File: config.mk
export PLATFORM = sky130hd
export DESIGN_NAME = fetch_queue_flat
export DESIGN_NICKNAME = d
export VERILOG_FILES = /design/src/rtl/fetch_queue_if.sv /design/src/rtl/fetch_queue.sv /design/src/flat_wrapper.sv
export SDC_FILE = /design/constraint.sdc
export NUM_CORES = 1
export LEC_CHECK = 0
export CAP_MARGIN = 25
export CORE_AREA = 2 2 190 192
export CTS_CLUSTER_DIAMETER = 40
export CTS_CLUSTER_SIZE = 20
export DETAILED_ROUTE_END_ITERATION = 10
export DIE_AREA = 0 0 192 194
export RECOVER_POWER = 50
export SLEW_MARGIN = 10
export SYNTH_ARGS = -nofsm -noshare
export SYNTH_HDL_FRONTEND = slang
export SYNTH_SLANG_ARGS = --single-unit
File: constraint.sdc
create_clock -name clk -period 4.75 [get_ports clk]
set_clock_uncertainty 0.15 [all_clocks]
set_input_delay 0.7125 -clock clk [delete_from_list [all_inputs] [get_ports clk]]
set_output_delay 0.7125 -clock clk [all_outputs]
set_load 0.05 [all_outputs]
File: src/rtl/fetch_queue_if.sv
// fetch_queue_if
//   Bundles the fetch front end's external handshakes: the instruction RAM
//   read port, the decoder-facing valid/ready head, the redirect request and
//   the link-register write produced by branch-with-link.
//
//   master : the fetch queue itself (drives RAM address/request, head, link)
//   slave  : the surroundings (RAM data, decoder ready, redirect request)
//
//   Signals
//     imem_addr / imem_re / imem_q     instruction RAM read port
//     out_valid / out_instr / out_pc   queue head presented to the decoder
//     out_ready                        decoder accepts the head
//     br_valid / br_target / br_link   redirect request and link qualifier
//     link_we / link_addr              link register write
interface fetch_queue_if #(
  parameter int FULLW = 32
);
  logic [FULLW-1:0] imem_addr;
  logic             imem_re;
  logic [FULLW-1:0] imem_q;
  logic             out_valid;
  logic [FULLW-1:0] out_instr;
  logic [FULLW-1:0] out_pc;
  logic             out_ready;
  logic             br_valid;
  logic [FULLW-1:0] br_target;
  logic             br_link;
  logic             link_we;
  logic [FULLW-1:0] link_addr;

  modport master (
    output imem_addr, imem_re, out_valid, out_instr, out_pc, link_we, link_addr,
    input  imem_q, out_ready, br_valid, br_target, br_link
  );

  modport slave (
    input  imem_addr, imem_re, out_valid, out_instr, out_pc, link_we, link_addr,
    output imem_q, out_ready, br_valid, br_target, br_link
  );
endinterface

File: src/rtl/fetch_queue.sv
// fetch_queue
//   Instruction-fetch front end. Owns the PC, issues reads to a synchronous
//   instruction RAM (one cycle read latency), buffers returned words in a
//   DEPTH-entry prefetch queue and presents the head to the decoder with a
//   valid/ready handshake. A redirect accepted together with the head flushes
//   the queue, kills the word in flight and restarts fetch at the target;
//   branch-with-link additionally produces a one-cycle link register write.
//
//   Ports
//     clk         system clock, rising edge
//     reset       synchronous, active-high
//     bus         fetch_queue_if.master (RAM port, head, redirect, link)
//     perf_stall  (FETCH_PERF_EN only) cycles with head valid but not accepted
//     perf_flush  (FETCH_PERF_EN only) taken redirects
//
//   Build option
//     FETCH_PERF_EN  adds the two saturating performance counters.
module fetch_queue #(
  parameter int               FULLW    = 32,
  parameter int               DEPTH    = 4,
  parameter logic [FULLW-1:0] RESET_PC = '0,
  parameter logic [FULLW-1:0] PC_STEP  = FULLW'(4)
) (
  input  logic        clk,
  input  logic        reset,
  fetch_queue_if.master bus
`ifdef FETCH_PERF_EN
  ,
  output logic [31:0] perf_stall,
  output logic [15:0] perf_flush
`endif
);

  localparam int PW = $clog2(DEPTH);
  localparam int CW = PW + 1;

  logic [FULLW-1:0] pc_q;
  logic [CW-1:0]    count_q;
  logic [PW-1:0]    rd_ptr_q;
  logic [PW-1:0]    wr_ptr_q;
  logic             inflight_q;
  logic [FULLW-1:0] inflight_pc_q;
  logic             link_we_q;
  logic [FULLW-1:0] link_addr_q;

  logic [FULLW-1:0] instr_mem [DEPTH];
  logic [FULLW-1:0] pc_mem    [DEPTH];

  logic             head_valid;
  logic [FULLW-1:0] head_pc;
  logic             pop;
  logic             take;
  logic             enq;
  logic             issue;
  logic [CW:0]      occupancy;

  assign head_valid = (count_q != '0);
  assign head_pc    = head_valid ? pc_mem[rd_ptr_q] : '0;
  assign pop        = head_valid & bus.out_ready;
  assign take       = pop & bus.br_valid;

  // Slots already claimed once this cycle's pop is accounted for; issuing only
  // below DEPTH guarantees the returning word always has a free entry.
  assign occupancy  = {1'b0, count_q} + (CW+1)'(inflight_q) - (CW+1)'(pop);
  assign issue      = ~reset & ~take & (occupancy < (CW+1)'(DEPTH));

  // A word returning in the same cycle as a taken redirect is stale.
  assign enq        = inflight_q & ~take;

  assign bus.imem_addr = pc_q;
  assign bus.imem_re   = issue;
  assign bus.out_valid = head_valid;
  assign bus.out_pc    = head_pc;
  assign bus.out_instr = head_valid ? instr_mem[rd_ptr_q] : '0;
  assign bus.link_we   = link_we_q;
  assign bus.link_addr = link_addr_q;

  // Queue storage needs no reset; occupancy is tracked by count_q.
  always_ff @(posedge clk) begin
    if (enq) begin
      instr_mem[wr_ptr_q] <= bus.imem_q;
      pc_mem[wr_ptr_q]    <= inflight_pc_q;
    end
  end

  always_ff @(posedge clk) begin
    if (reset) begin
      pc_q          <= RESET_PC;
      count_q       <= '0;
      rd_ptr_q      <= '0;
      wr_ptr_q      <= '0;
      inflight_q    <= 1'b0;
      inflight_pc_q <= '0;
      link_we_q     <= 1'b0;
      link_addr_q   <= '0;
    end else begin
      link_we_q <= take & bus.br_link;
      if (take & bus.br_link) begin
        link_addr_q <= head_pc + PC_STEP;
      end
      if (take) begin
        // Flush: discard the queue and the word in flight, restart at target.
        count_q    <= '0;
        rd_ptr_q   <= wr_ptr_q;
        inflight_q <= 1'b0;
        pc_q       <= bus.br_target;
      end else begin
        if (enq) begin
          wr_ptr_q <= wr_ptr_q + 1'b1;
        end
        if (pop) begin
          rd_ptr_q <= rd_ptr_q + 1'b1;
        end
        count_q    <= count_q + CW'(enq) - CW'(pop);
        inflight_q <= issue;
        if (issue) begin
          inflight_pc_q <= pc_q;
          pc_q          <= pc_q + PC_STEP;
        end
      end
    end
  end

`ifdef FETCH_PERF_EN
  // Saturating counters: stalled head cycles and taken redirects.
  always_ff @(posedge clk) begin
    if (reset) begin
      perf_stall <= '0;
      perf_flush <= '0;
    end else begin
      if (head_valid & ~bus.out_ready & (perf_stall != '1)) begin
        perf_stall <= perf_stall + 32'd1;
      end
      if (take & (perf_flush != '1)) begin
        perf_flush <= perf_flush + 16'd1;
      end
    end
  end
`endif

endmodule

File: src/flat_wrapper.sv
// flat-port wrapper written by rule: the top's interface ports become plain ports
module fetch_queue_flat 
#(
  parameter int               FULLW    = 32,
  parameter int               DEPTH    = 4,
  parameter logic [FULLW-1:0] RESET_PC = '0,
  parameter logic [FULLW-1:0] PC_STEP  = FULLW'(4)
)
  (clk, reset, bus_imem_addr, bus_imem_re, bus_out_valid, bus_out_instr, bus_out_pc, bus_link_we, bus_link_addr, bus_imem_q, bus_out_ready, bus_br_valid, bus_br_target, bus_br_link);
  fetch_queue_if #(.FULLW(FULLW)) bus_i ();
  input  logic clk;
  input  logic reset;
  output wire logic [$bits(bus_i.imem_addr)-1:0] bus_imem_addr;
  output wire logic [$bits(bus_i.imem_re)-1:0] bus_imem_re;
  output wire logic [$bits(bus_i.out_valid)-1:0] bus_out_valid;
  output wire logic [$bits(bus_i.out_instr)-1:0] bus_out_instr;
  output wire logic [$bits(bus_i.out_pc)-1:0] bus_out_pc;
  output wire logic [$bits(bus_i.link_we)-1:0] bus_link_we;
  output wire logic [$bits(bus_i.link_addr)-1:0] bus_link_addr;
  input wire logic [$bits(bus_i.imem_q)-1:0] bus_imem_q;
  input wire logic [$bits(bus_i.out_ready)-1:0] bus_out_ready;
  input wire logic [$bits(bus_i.br_valid)-1:0] bus_br_valid;
  input wire logic [$bits(bus_i.br_target)-1:0] bus_br_target;
  input wire logic [$bits(bus_i.br_link)-1:0] bus_br_link;
  assign bus_imem_addr = bus_i.imem_addr;
  assign bus_imem_re = bus_i.imem_re;
  assign bus_out_valid = bus_i.out_valid;
  assign bus_out_instr = bus_i.out_instr;
  assign bus_out_pc = bus_i.out_pc;
  assign bus_link_we = bus_i.link_we;
  assign bus_link_addr = bus_i.link_addr;
  assign bus_i.imem_q = bus_imem_q;
  assign bus_i.out_ready = bus_out_ready;
  assign bus_i.br_valid = bus_br_valid;
  assign bus_i.br_target = bus_br_target;
  assign bus_i.br_link = bus_br_link;
  fetch_queue #(.FULLW(FULLW), .DEPTH(DEPTH), .RESET_PC(RESET_PC), .PC_STEP(PC_STEP)) u_core (.clk(clk), .reset(reset), .bus(bus_i));
endmodule
# Yosys cells after proc, flatten, opt, wreduce, memory -nomap -nowiden
# Memory sizes are Yosys's and may differ from the RTL's. A register that Yosys moved wholly into a read port is not among the register bits.
# Cells that the tools add are included.
# word_totals
register_bits	105
ram_bits	256
mem_count	2
# classes
add_sub_neg	8
magnitude_cmp	1
n_mux	12
n_bitwise	8
n_reduce_logical	6
# mem_list
name	depth	width	read_ports	rd_clocked_by_memory_dff	write_ports	line	rtl
u_core.instr_mem	4	32	1	1	1	fetch_queue.sv:46	logic [FULLW-1:0] instr_mem [DEPTH];
u_core.pc_mem	4	32	1	1	1	fetch_queue.sv:47	logic [FULLW-1:0] pc_mem [DEPTH];
# ops
cell	n
32-bit two-way mux	4
32-bit by 3-bit adder with 32-bit output (second input constant)	2
2-bit two-way mux	6
1-bit AND	6
2-bit by 1-bit adder with 2-bit output (second input constant)	2
3-bit by 1-bit adder with 4-bit output	1
4-bit by 3-bit less-than comparator with 1-bit output (second input constant)	1
2-bit AND reduction	2
2-bit nonzero test	2
4-bit by 1-bit subtractor with 4-bit output	1
3-bit by 1-bit adder with 3-bit output	1
3-bit nonzero test	1
3-bit by 1-bit subtractor with 3-bit output	1
1-bit two-way mux	2
1-bit NOT	2
2-bit OR reduction	1

# Longest topological paths before layout
# Gate-level depths: netlist of the first run.
# depth
depth_word	8
mapped_depth	15
depth_no_buf	14

# Least setup slack after synthesis of the first run
# No wires, ideal clock.
# synth_path
kind	reg2out
startpoint	register u_core.count_q[2]
endpoint	output bus_imem_re
arrival_time_ps	3142
t_required_ps	3888
path_slack_ps	745
stages_incl_launch_ff	14
n_path_buf	2
path_cell_list	dfxtp_1 -> nor3_4 -> inv_2 -> buf_6 -> nand2_1 -> inv_1 -> ha_1 -> inv_1 -> ha_1 -> and3b_1 -> nor4b_1 -> o31ai_1 -> inv_2 -> clkbuf_1
# synth_via
elab_chain_len	6
elab_cells_between_ends	9
# synth_rtl
element	line	rtl
start: declaration	fetch_queue.sv:38	logic [CW-1:0] count_q;
start signal: assignment	fetch_queue.sv:114	count_q <= count_q + CW'(enq) - CW'(pop);
parallel branches: the longest is 5 deep, another holds 3-bit by 1-bit adder with 4-bit output	--	
1-bit AND (*)	fetch_queue.sv:65	assign issue = ~reset & ~take & (occupancy < (CW+1)'(DEPTH));
end: declaration	flat_wrapper.sv:14	output wire logic [$bits(bus_i.imem_re)-1:0] bus_imem_re;
# Mark *: on every way between the ends.

# Worst setup path after layout of the first run
# Same ends and word-level chain as after synthesis.

==> impl_metrics.py, run 1 <==
metrics = {
    "status": {
        "outcome": "completed",
    },
    "placed_design": {
        "gp_congestion": 0.798,
        "place_inst": 1681,
        "port_buffers": 199,
        "dpl.hpwl_um": 22800,
    },
    "routing": {
        "drt_iter0_markers": 541,
        "vias": 9333,
        "wl_um": 34500,
        "firstDrtPassIters": 4,
        "viasPerCell": 5.31,
        "drc": 0,
        "wl_per_cell_um": 19.6,
        "antenna_left": 0,
    },
    "clock_tree": {
        "path_clk_slew_ps": 60,
        "ctsHoldBuffers": 0,
        "clock_path_buffers": 3,
        "cts_tree": "built",
        "cts.sinks": 363,
        "postCtsSetupRepairBufs": 0,
        "cts_resized": 0,
        "htreeDepth": 2,
        "root_buffer": "clkbuf_16",
        "cts_made_buffers": 42,
        "clock_latency_ps": 530,
    },
    "die": {
        "num_rows": 69,
        "core_um2": 35200,
        "io_pins": 200,
        "die_h_um": 194,
        "initial_core_util_pct": 42.6,
        "dieWidth_um": 192,
        "fp.dieArea_um2": 37200,
    },
    "job": {
        "maxCapViolations": 0,
    },
    "layout": {
        "final_common_cell": "edfxtp_1",
        "stdcell_count": 1758,
        "drive_gt1_share_pct": 13.8,
        "syn_to_final_growth_pct": 26.4,
        "final_cell_mix": "edfxtp_1, clkdlybuf4s50_1, nand2_1",
        "nNetsFinal": 1344,
        "insertedDiodeCount": 0,
    },
    "synth": {
        "synthFlopType": "edfxtp_1",
        "async_flop_share_pct": 0,
        "synth_edf_count": 256,
        "ys_seq_area_share_pct": 65.6,
        "ys_seq_elements": 363,
        "syn_nets": 1136,
        "synth_cell_types": 59,
        "synth_cells": 1056,
        "synth_area_um2": 15000,
        "yosys_warnings": 0,
        "syn_area_per_cell_um2": 14.2,
    },
    "global_routing": {
        "grt_max_degree": 78,
        "first_global_vias": 9373,
        "antenna_found_initial": 1,
        "grt_pass1_wl_um": 54300,
        "grt_use_total_pct": 18.6,
        "grt_overflow": 0,
    },
    "power": {
        "power_density_nw_per_um2": 582,
        "p_leak_nw": 6.33,
        "vdd_drop_max_uv": 375,
    },
    "sta": {
        "finalHoldViolCount": 0,
        "fin_setup_tns_ps": 0,
        "fin_crit_sh_pct": 85.9,
        "worst_slew_pin_slew_ps": 1490,
        "final-setup-viol-count": 0,
        "slew_headroom_pct": 0.908,
        "rsz0062_at_grt": "false",
        "maxSlewViolCount": 0,
        "fmax_ghz": 0.245,
        "min_period_ps": 4080,
    },
    "critical_path": {
        "path_buf_inv": 5,
        "critPathTopFamily": "simple AND/OR/NAND/NOR gates",
        "arrival_ps": 3220,
        "cp_slowest_cell": "nor3_4",
        "worst-setup-path-type": "flip-flop to output pin",
        "end_kind": "output pin",
        "cp-start-kind": "flip-flop",
        "crit_chain": "nor3_4 > clkinv_1 > nand2_1 > inv_1 > ha_1 > inv_1 > ha_1 > and3b_1 > o211a_1 > o31ai_4 > inv_2 > buf_12",
        "cp-startpoint": "u_core.count_q[2]",
        "timing.rr.start": "u_core.count_q[2]",
        "cp_slowest_stage_delay_ps": 460,
        "crit_required_ps": 3890,
        "crit_fanout": 8,
    },
    "worst_hold_path": {
        "hp-start": "u_core.bus.link_addr[3]",
        "min_path_type": "flip-flop to flip-flop",
    },
}
[layer usage]
layer,track usage (%),wire [µm],vias to the layer above
met2,28.9,15600,284
met5,0,13,-
met4,4.07,492,2
li1,-,-,4407
met1,27.2,16000,4599
met3,3.82,2290,41
[sequential cells by signal (all words and copies together), names as in the netlist, 2 cells and up, named ones only]
signal	flops
u_core.instr_mem	128
u_core.pc_mem	128
u_core.bus.imem_addr	32
u_core.bus.link_addr	32
u_core.inflight_pc_q	32
u_core.count_q	3
u_core.rd_ptr_q	2
u_core.wr_ptr_q	2
[final timing paths]
kind	endpoint	slack, ps	depth (start not counted)
max	bus_imem_re	670	12
max reg2reg	u_core.bus.imem_addr[24]	910	13
min reg2reg	u_core.bus.link_addr[3]	300	2
min	u_core.bus.link_addr[3]	300	2
[cell type report]
type,count,area [µm²]
timing repair buffer,225,2220
clock inverter,26,280
fill,2987,16300
sequential,363,9840
multi-input combinational,605,4760
tap,461,577
inverter,27,101
clock buffer,51,1170
[cells in the mapped netlist, types with 3 or more instances]
| library cell | instances | area [µm²] |
|---|---|---|
| xnor2_1 | 36 | 315 |
| o21ai_0 | 7 | 35.0 |
| nand2_1 | 121 | 454 |
| and4_1 | 4 | 35.0 |
| inv_1 | 25 | 93.8 |
| nor2_1 | 73 | 274 |
| a211oi_1 | 43 | 323 |
| mux4_1 | 15 | 394 |
| and2_1 | 57 | 357 |
| or4b_2 | 3 | 30.0 |
| a21oi_1 | 44 | 220 |
| clkbuf_1 | 40 | 150 |
| clkbuf_8 | 4 | 55.1 |
| or4_1 | 3 | 22.5 |
| and3_1 | 13 | 81.3 |
| xor2_1 | 10 | 87.6 |
| nor4_1 | 13 | 81.3 |
| o41ai_1 | 3 | 26.3 |
| o31ai_1 | 3 | 22.5 |
| edfxtp_1 | 256 | 7690 |
| dfxtp_1 | 107 | 2140 |
| buf_2 | 8 | 40.0 |
| nand3_1 | 18 | 90.1 |
| nand4_1 | 10 | 62.6 |
| mux4_2 | 50 | 1130 |
| and2_2 | 5 | 37.5 |
| buf_1 | 4 | 15.0 |
| a311oi_1 | 10 | 87.6 |
| ha_1 | 10 | 125 |
| mux2i_1 | 4 | 40.0 |
| nor3_1 | 19 | 95.1 |
| buf_6 | 3 | 33.8 |
[logic make-up after synthesis]
| group | after synthesis | synth area share (%) |
|---|---|---|
| muxes | 71 | 10.6 |
| buffers and inverters | 88 | 2.82 |
| AOI/OAI and AO/OA | 119 | 5.27 |
| DFF | 363 | 65.6 |
| xor gates and xnor gates | 46 | 2.69 |
| adders and majority gates | 11 | 0.968 |
| and+or+nand+nor | 358 | 12.1 |
[worst reg2reg max path: stages (launching register included)]
cell and delay, ps:
dfxtp_1 360, nor3_4 460, clkinv_1 160, nand2_1 150
inv_1 100, ha_1 180, inv_1 90, ha_1 220
and3b_1 210, nor4b_1 240, buf_4 190, o311ai_2 250
or4b_2 680, a311oi_1 300
[metrics by stage]
step	setup slack, ps	power (mW)	instance area, µm²	hold WS [ps]	util (%)
floorplan	745	6.61	15000	310	-
global placement	779	7.85	17500	292	49.7
detailed placement	767	7.88	17500	297	49.7
CTS	696	11.2	19000	306	53.8
global route	400	11.5	18900	335	53.8
finish	670	11.0	18900	302	53.8
[where the power goes]
group	switching, mW	internal (mW)	leakage, nW
registers	0.262	3.80	3.27
logic	2.39	1.29	2.36
clock network	1.35	1.93	0.704
total	4.00	7.03	6.33
Power figures use the tool's default switching activity.
==> run 2: changes to the inputs <==
- SLEW_MARGIN: 10 -> unset
==> results of run 2 <==
No change in the layout: final DEF, timing and power equal those of run 1.
